## config.mk

```make
export PLATFORM = sky130hd
export DESIGN_NAME = servo_ramp_ctrl_flat
export DESIGN_NICKNAME = d
export VERILOG_FILES = /design/src/rtl/servo_ramp_ctrl_if.sv /design/src/rtl/servo_ramp_ctrl.sv /design/src/flat_wrapper.sv
export SDC_FILE = /design/constraint.sdc
export NUM_CORES = 1
export LEC_CHECK = 0
export CORE_MARGIN = 2
export CORE_UTILIZATION = 60
export DETAILED_ROUTE_END_ITERATION = 10
export PLACE_DENSITY = 0.81
export RECOVER_POWER = 25
export SLEW_MARGIN = 40
export SYNTH_ARGS = -nofsm -noshare
export SYNTH_HDL_FRONTEND = slang
export SYNTH_SLANG_ARGS = --single-unit
```

## constraint.sdc

```tcl
create_clock -name clock_clk -period 4.5 [get_ports clock_clk]
set_input_delay 0.675 -clock clock_clk [delete_from_list [all_inputs] [get_ports clock_clk]]
set_output_delay 0.675 -clock clock_clk [all_outputs]
set_load 0.005 [all_outputs]
```

## src/rtl/servo_ramp_ctrl_if.sv

```systemverilog
`default_nettype none
// ============================================================================
//  Module      : servo_ramp_ctrl_if
//  Description : Position-command handshake bundle for servo_ramp_ctrl.
//                cmd_valid/cmd_pos are driven by the requester, cmd_ready by
//                the controller. A transfer happens on a clock edge where
//                cmd_valid && cmd_ready.
//  Signals     : cmd_valid (1)  command present
//                cmd_ready (1)  controller can accept a command
//                cmd_pos   (8)  target position 0..255
//  Revision    : 1.0  initial release
// ============================================================================
interface servo_ramp_ctrl_if;
    logic       cmd_valid;
    logic       cmd_ready;
    logic [7:0] cmd_pos;

    modport master (
        output cmd_valid,
        output cmd_pos,
        input  cmd_ready
    );

    modport slave (
        input  cmd_valid,
        input  cmd_pos,
        output cmd_ready
    );
endinterface
`default_nettype wire

```

## src/rtl/servo_ramp_ctrl.sv

```systemverilog
`default_nettype none
// ============================================================================
//  Module      : servo_ramp_ctrl
//  Description : Rate-limited servo position controller. Maps 8-bit position
//                commands to pulse widths, slews the active pulse width toward
//                the target once per frame and generates the fixed-period PWM.
//                All pulse-width changes take effect on frame boundaries only.
//  Ports       : clock_clk  in   1  sole clock, rising edge
//                reset      in   1  synchronous active-high reset
//                enable     in   1  PWM request, sampled at frame boundary
//                cmd        slave   command handshake (valid/ready/pos)
//                pwm_out    out  1  registered servo PWM
//                busy       out  1  ramp in progress or command pending
//                cur_pw     out 32  pulse width currently generated (cycles)
//                frame_tick out  1  high on the last cycle of each frame
//  Config      : SERVO_RAMP_EN defined   -> step-limited slewing (STEP/frame)
//                SERVO_RAMP_EN undefined -> target applied in a single frame
//  Revision    : 1.0  initial release
// ============================================================================
module servo_ramp_ctrl #(
    parameter int unsigned PERIOD_CYC = 1000000,
    parameter int unsigned MIN_PW     = 50000,
    parameter int unsigned MAX_PW     = 100000,
    parameter int unsigned PW_PER_LSB = 196,
    parameter int unsigned STEP       = 500
) (
    input  wire logic         clock_clk,
    input  wire logic         reset,
    input  wire logic         enable,
    servo_ramp_ctrl_if.slave  cmd,
    output logic              pwm_out,
    output logic              busy,
    output logic [31:0]       cur_pw,
    output logic              frame_tick
);

`ifdef SERVO_RAMP_EN
    localparam bit          c_RAMP_ON   = 1'b1;
`else
    localparam bit          c_RAMP_ON   = 1'b0;
`endif

    // Without ramping the step limit is effectively infinite, so the same
    // stepping datapath lands on the target in one frame.
    localparam logic [31:0] c_STEP_LIM   = c_RAMP_ON ? 32'(STEP) : 32'hFFFF_FFFF;
    localparam logic [31:0] c_LAST_CNT   = 32'(PERIOD_CYC - 1);
    localparam logic [31:0] c_CENTER_RAW = 32'(MIN_PW + 128 * PW_PER_LSB);
    localparam logic [31:0] c_CENTER     = (c_CENTER_RAW > 32'(MAX_PW)) ? 32'(MAX_PW)
                                                                        : c_CENTER_RAW;

    typedef enum logic [1:0] {
        S_IDLE = 2'd0,
        S_HOLD = 2'd1,
        S_RAMP = 2'd2
    } state_t;

    state_t      r_state;
    logic [31:0] r_cnt;
    logic [31:0] r_cur_pw;
    logic [31:0] r_target;
    logic [31:0] r_pend_tgt;
    logic        r_pend_valid;
    logic        r_pwm;

    logic        w_boundary;
    logic        w_xfer;
    logic [31:0] w_map_raw;
    logic [31:0] w_map;
    logic [31:0] w_next_tgt;
    logic [31:0] w_next_cur;

    assign w_boundary = (r_cnt == c_LAST_CNT);
    assign w_xfer     = cmd.cmd_valid && !r_pend_valid;

    assign w_map_raw  = 32'(MIN_PW) + ({24'd0, cmd.cmd_pos} * 32'(PW_PER_LSB));
    assign w_map      = (w_map_raw > 32'(MAX_PW)) ? 32'(MAX_PW) : w_map_raw;

    // A pending command becomes the target on the same boundary that the
    // step is taken, so the step already heads toward the new target.
    assign w_next_tgt = r_pend_valid ? r_pend_tgt : r_target;

    // Distances are compared before adding/subtracting so no sum can wrap.
    always_comb begin
        w_next_cur = r_cur_pw;
        if (r_cur_pw < w_next_tgt) begin
            w_next_cur = ((w_next_tgt - r_cur_pw) > c_STEP_LIM) ? (r_cur_pw + c_STEP_LIM)
                                                                : w_next_tgt;
        end else if (r_cur_pw > w_next_tgt) begin
            w_next_cur = ((r_cur_pw - w_next_tgt) > c_STEP_LIM) ? (r_cur_pw - c_STEP_LIM)
                                                                : w_next_tgt;
        end
    end

    always_ff @(posedge clock_clk) begin
        if (reset) begin
            r_cnt        <= 32'd0;
            r_pwm        <= 1'b0;
            r_state      <= S_IDLE;
            r_cur_pw     <= c_CENTER;
            r_target     <= c_CENTER;
            r_pend_tgt   <= c_CENTER;
            r_pend_valid <= 1'b0;
        end else begin
            r_cnt <= w_boundary ? 32'd0 : (r_cnt + 32'd1);
            r_pwm <= (r_state != S_IDLE) && (r_cnt < r_cur_pw);

            // Accept and consume are mutually exclusive: accepting needs the
            // slot empty, consuming needs it full.
            if (w_xfer) begin
                r_pend_valid <= 1'b1;
                r_pend_tgt   <= w_map;
            end

            if (w_boundary) begin
                if (r_pend_valid) begin
                    r_pend_valid <= 1'b0;
                end
                r_target <= w_next_tgt;
                r_cur_pw <= w_next_cur;
                if (!enable) begin
                    r_state <= S_IDLE;
                end else if (w_next_cur == w_next_tgt) begin
                    r_state <= S_HOLD;
                end else begin
                    r_state <= S_RAMP;
                end
            end
        end
    end

    assign cmd.cmd_ready = !r_pend_valid;
    assign pwm_out       = r_pwm;
    assign cur_pw        = r_cur_pw;
    assign frame_tick    = w_boundary;

`ifdef SERVO_RAMP_EN
    assign busy = r_pend_valid || (r_cur_pw != r_target);
`else
    assign busy = r_pend_valid;
`endif

endmodule
`default_nettype wire

```

## src/flat_wrapper.sv

```systemverilog
// flat-port wrapper written by rule: the top's interface ports become plain ports
module servo_ramp_ctrl_flat 
#(
    parameter int unsigned PERIOD_CYC = 1000000,
    parameter int unsigned MIN_PW     = 50000,
    parameter int unsigned MAX_PW     = 100000,
    parameter int unsigned PW_PER_LSB = 196,
    parameter int unsigned STEP       = 500
)
  (clock_clk, reset, enable, pwm_out, busy, cur_pw, frame_tick, cmd_cmd_valid, cmd_cmd_pos, cmd_cmd_ready);
  servo_ramp_ctrl_if cmd_i ();
  input  wire logic clock_clk;
  input  wire logic reset;
  input  wire logic enable;
  output logic pwm_out;
  output logic busy;
  output logic [31:0] cur_pw;
  output logic frame_tick;
  input wire logic [$bits(cmd_i.cmd_valid)-1:0] cmd_cmd_valid;
  input wire logic [$bits(cmd_i.cmd_pos)-1:0] cmd_cmd_pos;
  output wire logic [$bits(cmd_i.cmd_ready)-1:0] cmd_cmd_ready;
  assign cmd_i.cmd_valid = cmd_cmd_valid;
  assign cmd_i.cmd_pos = cmd_cmd_pos;
  assign cmd_cmd_ready = cmd_i.cmd_ready;
  servo_ramp_ctrl #(.PERIOD_CYC(PERIOD_CYC), .MIN_PW(MIN_PW), .MAX_PW(MAX_PW), .PW_PER_LSB(PW_PER_LSB), .STEP(STEP)) u_core (.clock_clk(clock_clk), .reset(reset), .enable(enable), .cmd(cmd_i), .pwm_out(pwm_out), .busy(busy), .cur_pw(cur_pw), .frame_tick(frame_tick));
endmodule
```

== Word level (Yosys, flattened, before mapping) ==
Index checks and enable logic that the tools add are counted.

* Flip-flop bits (word level): 132
* Input port bits: 12
* Output and inout port bits: 36
* Word-level logic and storage cells: 38

* Add/sub/neg operators: 6
* Multipliers: 1
* Magnitude comparators: 6
* Equality and inequality tests: 2
* Muxes and demuxes: 11
* Reductions and logical operators: 5

{| class="wikitable"
|+ Operator list
! cell !! count
|-
| $mux 32 || 6
|-
| $gt 32x32->1 const B || 2
|-
| $lt 32x32->1 || 2
|-
| $sub 32x32->32 || 2
|-
| $add 32x1->32 const B || 1
|-
| $add 32x32->32 const B || 1
|-
| $eq 32x20->1 const B || 1
|-
| $eq 32x32->1 || 1
|-
| $gt 32x17->1 const B || 1
|-
| $gt 32x32->1 || 1
|-
| $sub 32x32->32 const B || 1
|-
| $add 16x16->17 const A || 1
|-
| $mul 8x6->14 const B || 1
|-
| $mux 2 || 2
|-
| $mux 1 || 3
|-
| $logic_and 1x1->1 || 2
|-
| $reduce_bool 2->1 || 1
|-
| $reduce_or 2->1 || 1
|-
| $logic_not 1->1 || 1
|}

== Longest topological paths before layout ==
Gate-level depths: netlist (run 1).

* Depth after elaboration: 9
* Depth in mapped cells: 15
* Depth with buffers taken out: 14

== Least setup slack after synthesis (run 1) ==
No wires, ideal clock.

* Path type: input to register
* Start point: input port cmd_cmd_pos[1]
* End point: register u_core.r_pend_tgt[10]
* Setup time: 70 ps
* Data arrival time: 3905 ps
* Data required time: 4430 ps
* Path slack: 525 ps
* Cell stages on the path: 14
* Path buffers: 1
* Cells stage by stage: ha_1 > fa_1 > ha_1 > ha_1 > inv_1 > fa_1 > nor2b_1 > a31oi_1 > and3_1 > a31oi_1 > or2_2 > buf_2 > a31o_2 > a21oi_1

* Cells in the longest elaborated chain, start to end: 4

{| class="wikitable"
|+ Ends and longest elaborated chain
! element !! RTL line !! RTL
|-
| start, declared || flat_wrapper.sv:20 || <nowiki>input wire logic [$bits(cmd_i.cmd_pos)-1:0] cmd_cmd_pos;</nowiki>
|-
| $mul 8x6->14 * || servo_ramp_ctrl.sv:75 || <nowiki>assign w_map_raw = 32'(MIN_PW) + ({24'd0, cmd.cmd_pos} * 32'(PW_PER_LSB));</nowiki>
|-
| $add 16x16->17 * || servo_ramp_ctrl.sv:75 ||
|-
| $gt 32x17->1 || servo_ramp_ctrl.sv:76 || <nowiki>assign w_map = (w_map_raw > 32'(MAX_PW)) ? 32'(MAX_PW) : w_map_raw;</nowiki>
|-
| $mux 32 * || servo_ramp_ctrl.sv:76 ||
|-
| end signal, assigned || servo_ramp_ctrl.sv:101 || <nowiki>r_pend_tgt <= c_CENTER;</nowiki>
|-
| end signal, assigned || servo_ramp_ctrl.sv:111 || <nowiki>r_pend_tgt <= w_map;</nowiki>
|-
| end, declared || servo_ramp_ctrl.sv:61 || <nowiki>logic [31:0] r_pend_tgt;</nowiki>
|}

Mark *: on every way between the ends. The rest lies on a longest branch, timed or not.
A chain may end at the register's enable or synchronous reset.

== Worst setup path in the final report (run 1) ==
* Start point: input port cmd_cmd_pos[1]
* End point: register u_core.r_pend_tgt[2]

* Cells in the longest elaborated chain, start to end: 4

{| class="wikitable"
|+ Ends and longest elaborated chain
! element !! RTL line
|-
| $mul 8x6->14 || servo_ramp_ctrl.sv:75
|-
| $add 16x16->17 || servo_ramp_ctrl.sv:75
|-
| $gt 32x17->1 || servo_ramp_ctrl.sv:76
|-
| $mux 32 || servo_ramp_ctrl.sv:76
|}

No other way between the ends.

==> results, run 1 <==
- The clock net in this run drives a total of 115 sinks.
- The post-route clock period utilization is 93.84%.
- The overall routed net length is 20,600 µm.
- STA classifies the critical path endpoint as a register.
- For this run, asynchronously set or reset flops after synthesis account for 0%.
- Entering global routing, the biggest net connects 37 pins.
- The number of flops mapped to enable cells by yosys is 0.
- The synthesis-to-finish area growth is 17.48%.
- The remaining global-route overflow is 0.
- The number of global-route vias before repair came to 6,710.
- In this run the standard cell core region covers 12,470 µm².
- The net switching component of the power is 0.9380 mW.
- The leading area contributor after synthesis is sky130_fd_sc_hd__dfxtp_1.
- The share of total power in combinational logic is 22.5%.
- The root buffer cell chosen for the clock tree is sky130_fd_sc_hd__clkbuf_16.
- The number of antenna violations at the first check in global routing is 0.
- The largest fanout on the critical path is 5.
- The launching element type of the critical path is an input pin.
- The number of inserted filler cells in the final layout is 972.
- By area the synthesized netlist is led by sky130_fd_sc_hd__dfxtp_1 (30%), sky130_fd_sc_hd__ha_1 (16%), sky130_fd_sc_hd__xnor2_1 (4.8%), sky130_fd_sc_hd__a21oi_1 (4.3%), sky130_fd_sc_hd__nor2_1 (3.0%).
- Cells fill 71.23% of the core in the end.
- Sorting the synthesized cells by how often they occur yields sky130_fd_sc_hd__dfxtp_1 (115), sky130_fd_sc_hd__ha_1 (94), sky130_fd_sc_hd__a21oi_1 (65).
- After the last flow step, the layout net total stands at 1,035.
- The CTS tree is done.
- The post-synthesis sequential area ratio is 30.46%.
- The number of buffers created by CTS is 17.
- The layout cell share with drive strength beyond 1 is 7.987%.
- The number of cells on the worst reg-to-reg path is 11.
- The clock latency on the worst-skew pair is 0.42 ns.
- During placement, the flow inserted port buffers numbering 47.
- Detailed placement finished with a half-perimeter wire length of 14,830 µm.
- The final-report hold violation count is 0.
- The static leakage is 3.830 nW.
- The post-detailed-route count of antenna-violating nets is 0.
- The post-synthesis instance area is 7558 µm².
- The power density normalized to cell area is 365.9 nW/µm².
- Data on the critical path arrives at its endpoint at 4.53 ns.
- In the routed design, unresolved DRC markers number 0.
- Following the worst setup path forward leads to its endpoint at u_core.r_pend_tgt[2].
- The achievable frequency is 236.8 MHz.
- The worst register-to-register path ends at u_core.cur_pw[25].
- The setup violation total in the final timing report is 0.
- The setup clock skew after layout is 0.009361 ns.
- 48 I/O pins were placed.
- The average size of a mapped cell is 8.619 µm².
- The worst register-to-register path begins at u_core.busy.
- The synthesized instance count is 877.
- The number of placed instances with taps included is 1,078.
- The number of instances resized during post-cts repair is 0.
- The critical path in this run is classified as in2reg.
- For the worst setup path, the data required time is 4.81 ns.
- The number of different library cells used by synthesis comes to 68.
- The post-detailed-route via-to-cell ratio is 6.285.
- The most critical setup path has its startpoint at cmd_cmd_pos[1].
- The placer's final routability congestion estimate is 0.9838.
- The clock-pin slew on the worst setup and hold paths is 0.06 ns.
- The count of warnings emitted by yosys is 0.
- The initial utilization of the core area, before any placement, comes to 60.63%.
- The share of total power dissipated in the clock network is 44.6%.
- The switching power as a share of total power is 28.87%.
- By instance count, the leading cell after synthesis is sky130_fd_sc_hd__dfxtp_1.
- The number of buffers on the longest clock path is 2.
- The overall routing resource usage is 31.63%.
- The total via count in the routed design is 6,983.
- Setup repair after global routing left no endpoint under its margin.
- For this run, the leading register cell type out of synthesis is sky130_fd_sc_hd__dfxtp_1.
- In this run the vertical extent of the chip is 116.2 µm.
- The number of max-cap violations is 0.
- The flow ran to the end, and the final reports show no timing, DRC or antenna violations.
- The die area is 13,510 µm².
- The number of nets in the synthesized netlist is 986.
- Dividing the detail-routed wire length by the instance count gives 18.54 µm.
- After layout, the minimum clock period comes to 4.223 ns.
- The H-tree was split into 4 levels.
- The tightest min-delay check is of the reg2reg type.
- The floorplan step set the die width to 116.2 µm.
- Once the clock tree was built, the setup fixing pass inserted 0 buffers.
- The number of inserted diodes is 0.
- The worst pin sits at a relative slew slack of 5.367%.
- The setup slack of the most critical reg-to-reg path is 0.74 ns.
- The number of hold buffers added after CTS was 0.
- The slew of the pin with the lowest slew margin is 1.409 ns.
- The number of max-slew violations in the final report was 0.
- The detailed router finished its first iteration with 833 violations.
- The number of detailed-routing iterations run before antenna repair is 6.
- The worst-case IR drop observed on VDD is 0.0002793 V.
- After synthesis, the largest area contributor takes up 30.46% of total cell area.
- The register bit total from synthesis is 115.
- The sequential cell fraction of total power is 32.9%.
- The first global-routing pass estimated 33,250 µm of wire.
- The final non-filler cell total is 1,111.
- Internal power comes to 2.311 mW.
- In this run the core area contains 41 standard-cell rows.
[layout by cell type, fill, tap and decap left out, types with 4 or more instances in the layout]
cell | Yosys | layout
sky130_fd_sc_hd__and4_1 | 5 | 5
sky130_fd_sc_hd__nor3_2 | 8 | 7
sky130_fd_sc_hd__and3_1 | 19 | 19
sky130_fd_sc_hd__clkdlybuf4s50_1 | 0 | 13
sky130_fd_sc_hd__nand2_1 | 53 | 53
sky130_fd_sc_hd__mux2i_1 | 15 | 15
sky130_fd_sc_hd__and2_1 | 19 | 19
sky130_fd_sc_hd__ha_1 | 94 | 94
sky130_fd_sc_hd__a21oi_1 | 65 | 64
sky130_fd_sc_hd__nor4_1 | 11 | 11
sky130_fd_sc_hd__nor2b_1 | 10 | 10
sky130_fd_sc_hd__xnor2_1 | 41 | 41
sky130_fd_sc_hd__inv_1 | 48 | 48
sky130_fd_sc_hd__clkbuf_16 | 0 | 17
sky130_fd_sc_hd__o22ai_1 | 4 | 4
sky130_fd_sc_hd__nand3_1 | 23 | 24
sky130_fd_sc_hd__clkbuf_8 | 0 | 4
sky130_fd_sc_hd__xor2_1 | 24 | 24
sky130_fd_sc_hd__dfxtp_1 | 115 | 115
sky130_fd_sc_hd__dlygate4sd3_1 | 0 | 34
sky130_fd_sc_hd__nand4_1 | 27 | 27
sky130_fd_sc_hd__a211oi_1 | 19 | 19
sky130_fd_sc_hd__nor4b_1 | 4 | 4
sky130_fd_sc_hd__bufinv_16 | 0 | 4
sky130_fd_sc_hd__a22oi_1 | 8 | 8
sky130_fd_sc_hd__o21ai_0 | 35 | 35
sky130_fd_sc_hd__buf_4 | 2 | 20
sky130_fd_sc_hd__clkinv_2 | 0 | 5
sky130_fd_sc_hd__a21o_1 | 20 | 20
sky130_fd_sc_hd__o211ai_1 | 8 | 8
sky130_fd_sc_hd__nor3_1 | 20 | 21
sky130_fd_sc_hd__nor2_1 | 61 | 61
sky130_fd_sc_hd__a31oi_1 | 10 | 10
sky130_fd_sc_hd__o21a_1 | 21 | 21
[routing by layer]
layer	global-route usage, %	vias up	part of all wire [%]
li1	-	3297	-
met1	41.41	3293	43
met2	50.54	329	46
met3	6.694	64	7.4
met4	13.73	0	3.9
met5	0	-	0
[state kept, by name, indices dropped and copies added (netlist names)]
signal             cells
u_core.r_target       32
u_core.r_cnt          32
u_core.pwm_out         1
u_core.cur_pw         32
u_core.r_state         2
u_core.r_pend_tgt     15
u_core.busy            1
[critical path, stage by stage]
cell and delay, ns:
sky130_fd_sc_hd__clkdlybuf4s50_1 0.45, sky130_fd_sc_hd__ha_1 0.34, sky130_fd_sc_hd__fa_1 0.46, sky130_fd_sc_hd__ha_1 0.31, sky130_fd_sc_hd__ha_1 0.23, sky130_fd_sc_hd__inv_1 0.07
sky130_fd_sc_hd__fa_1 0.43, sky130_fd_sc_hd__nor2b_1 0.16, sky130_fd_sc_hd__a31oi_1 0.21, sky130_fd_sc_hd__and3_1 0.29, sky130_fd_sc_hd__nand3_1 0.12, sky130_fd_sc_hd__a32oi_1 0.21
sky130_fd_sc_hd__o21ai_0 0.27, sky130_fd_sc_hd__o41ai_1 0.31
[cell type report]
class	count	area, µm²	area share (%)
multi-input combinational	675	4910	55.29
sequential	115	2302	25.93
timing repair buffer	68	631.9	7.116
clock buffer	22	484.2	5.453
tap	172	215.2	2.424
inverter	49	183.9	2.071
clock inverter	10	152.6	1.719
[kinds of logic (layout without fill, tap and decap cells)]
family / count (synthesis) / count (layout) / synth area share, %
mux: 15 / 15 / 1.986
flops: 115 / 115 / 30.46
buf+inv: 87 / 149 / 4.850
xor+xnor: 65 / 65 / 7.532
compound gates: 218 / 218 / 18.71
fa+ha+maj: 97 / 97 / 16.35
simple gates: 280 / 280 / 20.11
[through the flow]
step | hold WS (ns) | worst slack [ns] | power [mW] | setup TNS, ns | instance area (µm²)
CTS | 0.4630 | 0.2495 | 3.234 | 0 | 8877
global route | 0.4782 | 0.04792 | 3.377 | 0 | 8880
floorplan | 0.4214 | 0.5249 | 1.587 | 0 | 7559
detailed placement | 0.4437 | -0.08920 | 1.791 | -0.2671 | 8240
finish | 0.4585 | 0.2773 | 3.249 | 0 | 8880
global placement | 0.4346 | 0.02000 | 1.785 | 0 | 8235
[power groups by stage]
stage / Sequential [mW] / Combinational (mW) / Clock (mW)
3_5_place_dp: 1.09 / 0.701 / 0
3_3_place_gp: 1.09 / 0.695 / 0
6_report: 1.07 / 0.731 / 1.45
4_1_cts: 1.07 / 0.709 / 1.46
2_1_floorplan: 1.08 / 0.505 / 0
5_1_grt: 1.07 / 0.797 / 1.51
[worst min-delay path by stage]
stage	startpoint	endpoint	slack, ns	cells after the start
after global placement	u_core.r_target[0]	u_core.r_target[0]	0.43	1
final	u_core.r_target[0]	u_core.r_target[0]	0.46	1
after floorplan	u_core.r_target[0]	u_core.r_target[0]	0.42	1
after global routing	u_core.r_target[17]	u_core.r_target[17]	0.48	1
after CTS	u_core.r_target[0]	u_core.r_target[0]	0.46	1
after detailed placement	u_core.r_target[17]	u_core.r_target[17]	0.44	1
Power figures use the tool's default switching activity.
==> run 2: changes to the inputs <==
CAP_MARGIN = 25   (was default)
PLACE_DENSITY = 0.91   (was 0.81)
TNS_END_PERCENT = 5   (was default)
==> results, run 2 (synthesis results as in run 1) <==
- In the final routed layout, each cell accounts on average for 18.84 µm.
- The number of max-cap violations is 0.
- Detailed placement finished with a half-perimeter wire length of 14,890 µm.
- At the later pin of the worst-skew pair, clock insertion delay measures 0.43 ns.
- The count of input and output buffers is 47.
- The clock tree root driver cell is sky130_fd_sc_hd__clkbuf_16.
- The number of inserted filler cells in the final layout is 880.
- The internal power consumption is 2.308 mW.
- The net count reported at finish is 1,033.
- The detail route stage leaves a number of antenna-violating nets equal to 0.
- For this block, the via count after detailed routing is 7,004.
- The cell depth of the worst min-delay path is 1.
- The number of DRC markers after the initial detailed-route iteration is 782.
- Registers are responsible for 32.9% of the overall power.
- In this run switching power makes up 29.03% of total power.
- The launching element type of the critical path is an input pin.
- The number of design rule violations left after detail routing is 0.
- The number of buffers on the longest clock path is 2.
- The overall routing resource usage is 31.94%.
- Of all nets on the critical path, the largest fanout is 5.
- The slew of the pin with the lowest slew margin is 0.7247 ns.
- The post-route netlist has 7.791% of its cells at a drive strength greater than 1.
- The setup slack of the most critical reg-to-reg path is 0.73 ns.
- Headroom to the max-slew limit came out at 51.57%.
- The floorplan has 41 rows.
- The achievable frequency is 231.5 MHz.
- The share of total power dissipated in the clock network is 44.9%.
- The number of antenna violations at the first check in global routing is 0.
- The total area inside the core boundary comes to 12,470 µm².
- Leaving out fill and tap cells, the most frequent cells in the layout are sky130_fd_sc_hd__dfxtp_1 (115), sky130_fd_sc_hd__ha_1 (94), sky130_fd_sc_hd__a21oi_1 (64).
- The final critical-path required period is 4.319 ns.
- Adding up every negative setup slack in the final design gives 0 ns.
- The boundary pin count is 48.
- The net switching component of the power is 0.9443 mW.
- After global routing the overflow that remains totals 0.
- The placer's final routability congestion estimate is 0.9239.
- The number of global-route vias before repair is 6,795.
- The post-route clock period utilization is 95.99%.
- Counting cells, the worst reg-to-reg path comes to 11.
- The number of setup buffers added after CTS is 0.
- The first TritonRoute pass finished after 6 iterations.
- In this run the power density over the cells is 367.0 nW/µm².
- Counting every sink on the clock net gives 115.
- The design draws 3.253 mW.
- The worst slack at placement is -0.1945 ns.
- After detailed routing, the number of vias per cell comes to 6.316.
- The static leakage is 3.819 nW.
- The class of the most critical setup path is in2reg.
- The starting density of the core is 60.63%.
- In this run the horizontal extent of the chip is 116.2 µm.
- TritonCTS built the clock tree.
- STA puts the critical path data arrival time at 4.63 ns.
- The hold path startpoint is u_core.r_target[17].
- The library cell used most frequently in the layout, excluding fill and tap cells, is sky130_fd_sc_hd__dfxtp_1.
- The hold-critical path endpoint is u_core.r_target[17].
- The overall routed net length is 20,900 µm.
- The worst register-to-register path begins at u_core.busy.
- The first-pass GRT wire length is 33,780 µm.
- The number of clock buffers added by TritonCTS is 17.
- The endpoint identified for the worst register-to-register timing path is u_core.cur_pw[3].
- After clock tree synthesis, the clock-pin slew on the worst setup and hold paths is 0.06 ns.
- The min-delay analysis places its worst path in the category reg2reg.
- The floorplan step defined a die boundary enclosing 13,510 µm².
- The number of max-slew violations in the final report is 0.
- From synthesis to final layout, the design area changed by 17.25%.
- Setup repair after global routing left no endpoint under its margin.
- The required time of the worst setup path is 4.81 ns.
- The peak supply drop is 0.0002589 V.
- The pin count of the biggest net entering global routing is 57.
- The setup violation total in the final timing report is 0.
- The chip height is 116.2 µm.
- The final-report hold violation count is 0.
- The count of H-tree levels built during CTS is 4.
- The hold buffer count at CTS is 0.
- The share of total power in combinational logic is 22.2%.
- The number of inserted diodes is 0.
- On the final layout, the worst clock skew is 0.008027 ns.
- The number of instances resized during post-cts repair is 0.
- The type of element capturing the critical path is a register.
- The smallest setup slack after layout is 0.1805 ns.
- The run finished with clean final reports.
## run 2: layout make-up
cell class | instances | area [µm²] | share of cell area (%)
Multi-Input combinational cell | 675 | 4910 | 55.40
Sequential cell | 115 | 2302 | 25.98
Timing Repair Buffer | 66 | 613.1 | 6.918
Clock buffer | 23 | 488.0 | 5.506
Tap cell | 172 | 215.2 | 2.428
Inverter | 49 | 183.9 | 2.075
Clock inverter | 9 | 150.1 | 1.694
## run 2: metrics by stage
step / instance area (µm²) / util (%) / cells / hold slack, ns
finish: 8862 / 71.09 / 1109 / 0.4542
global placement: 8228 / 66.00 / 1077 / 0.4347
global route: 8862 / 71.09 / 1109 / 0.4905
floorplan: 7559 / - / 877 / 0.4214
detailed placement: 8234 / 66.05 / 1077 / 0.4392
CTS: 8872 / 71.17 / 1109 / 0.4538
## run 2: worst max path at each step
stage | start | end | slack, ns | depth (start not counted)
2_1_floorplan | cmd_cmd_pos[1] | u_core.r_pend_tgt[10] | 0.52 | 14
3_3_place_gp | cmd_cmd_pos[2] | u_core.r_pend_tgt[3] | -0.003 | 14
3_5_place_dp | cmd_cmd_pos[2] | u_core.r_pend_tgt[3] | -0.19 | 14
4_1_cts | cmd_cmd_pos[2] | u_core.r_pend_tgt[11] | 0.24 | 14
5_1_grt | cmd_cmd_pos[2] | u_core.r_pend_tgt[11] | 0.04 | 14
6_report | cmd_cmd_pos[2] | u_core.r_pend_tgt[2] | 0.18 | 14
## run 2: power by group through the flow
| stage | Clock [mW] | Sequential (mW) | Combinational [mW] |
|---|---|---|---|
| after floorplan | 0 | 1.08 | 0.505 |
| after global placement | 0 | 1.09 | 0.675 |
| after detailed placement | 0 | 1.09 | 0.698 |
| after CTS | 1.46 | 1.07 | 0.704 |
| after global routing | 1.52 | 1.07 | 0.778 |
| final | 1.46 | 1.07 | 0.723 |
## run 2: critical path, cell delays in order
cell and delay, ns:
sky130_fd_sc_hd__clkdlybuf4s50_1 0.54, sky130_fd_sc_hd__ha_1 0.27, sky130_fd_sc_hd__fa_1 0.46, sky130_fd_sc_hd__ha_1 0.30, sky130_fd_sc_hd__ha_1 0.23, sky130_fd_sc_hd__inv_1 0.08
sky130_fd_sc_hd__fa_1 0.43, sky130_fd_sc_hd__nor2b_1 0.16, sky130_fd_sc_hd__a31oi_1 0.26, sky130_fd_sc_hd__and3_1 0.31, sky130_fd_sc_hd__nand3_1 0.12, sky130_fd_sc_hd__a32oi_1 0.20
sky130_fd_sc_hd__o21ai_0 0.25, sky130_fd_sc_hd__o41ai_1 0.33
## run 2: metal layers
metal	global-route usage, %	share of wire, %
met4	17.62	4.6
met2	51.09	46
met1	39.21	41
met3	8.459	7.9
met5	0	0
==> run 3: changes to the inputs <==
ABC_CLOCK_PERIOD_IN_PS = 4500   (was default)
==> results of run 3 <==
No change in the layout: final DEF, timing and power equal those of run 2.
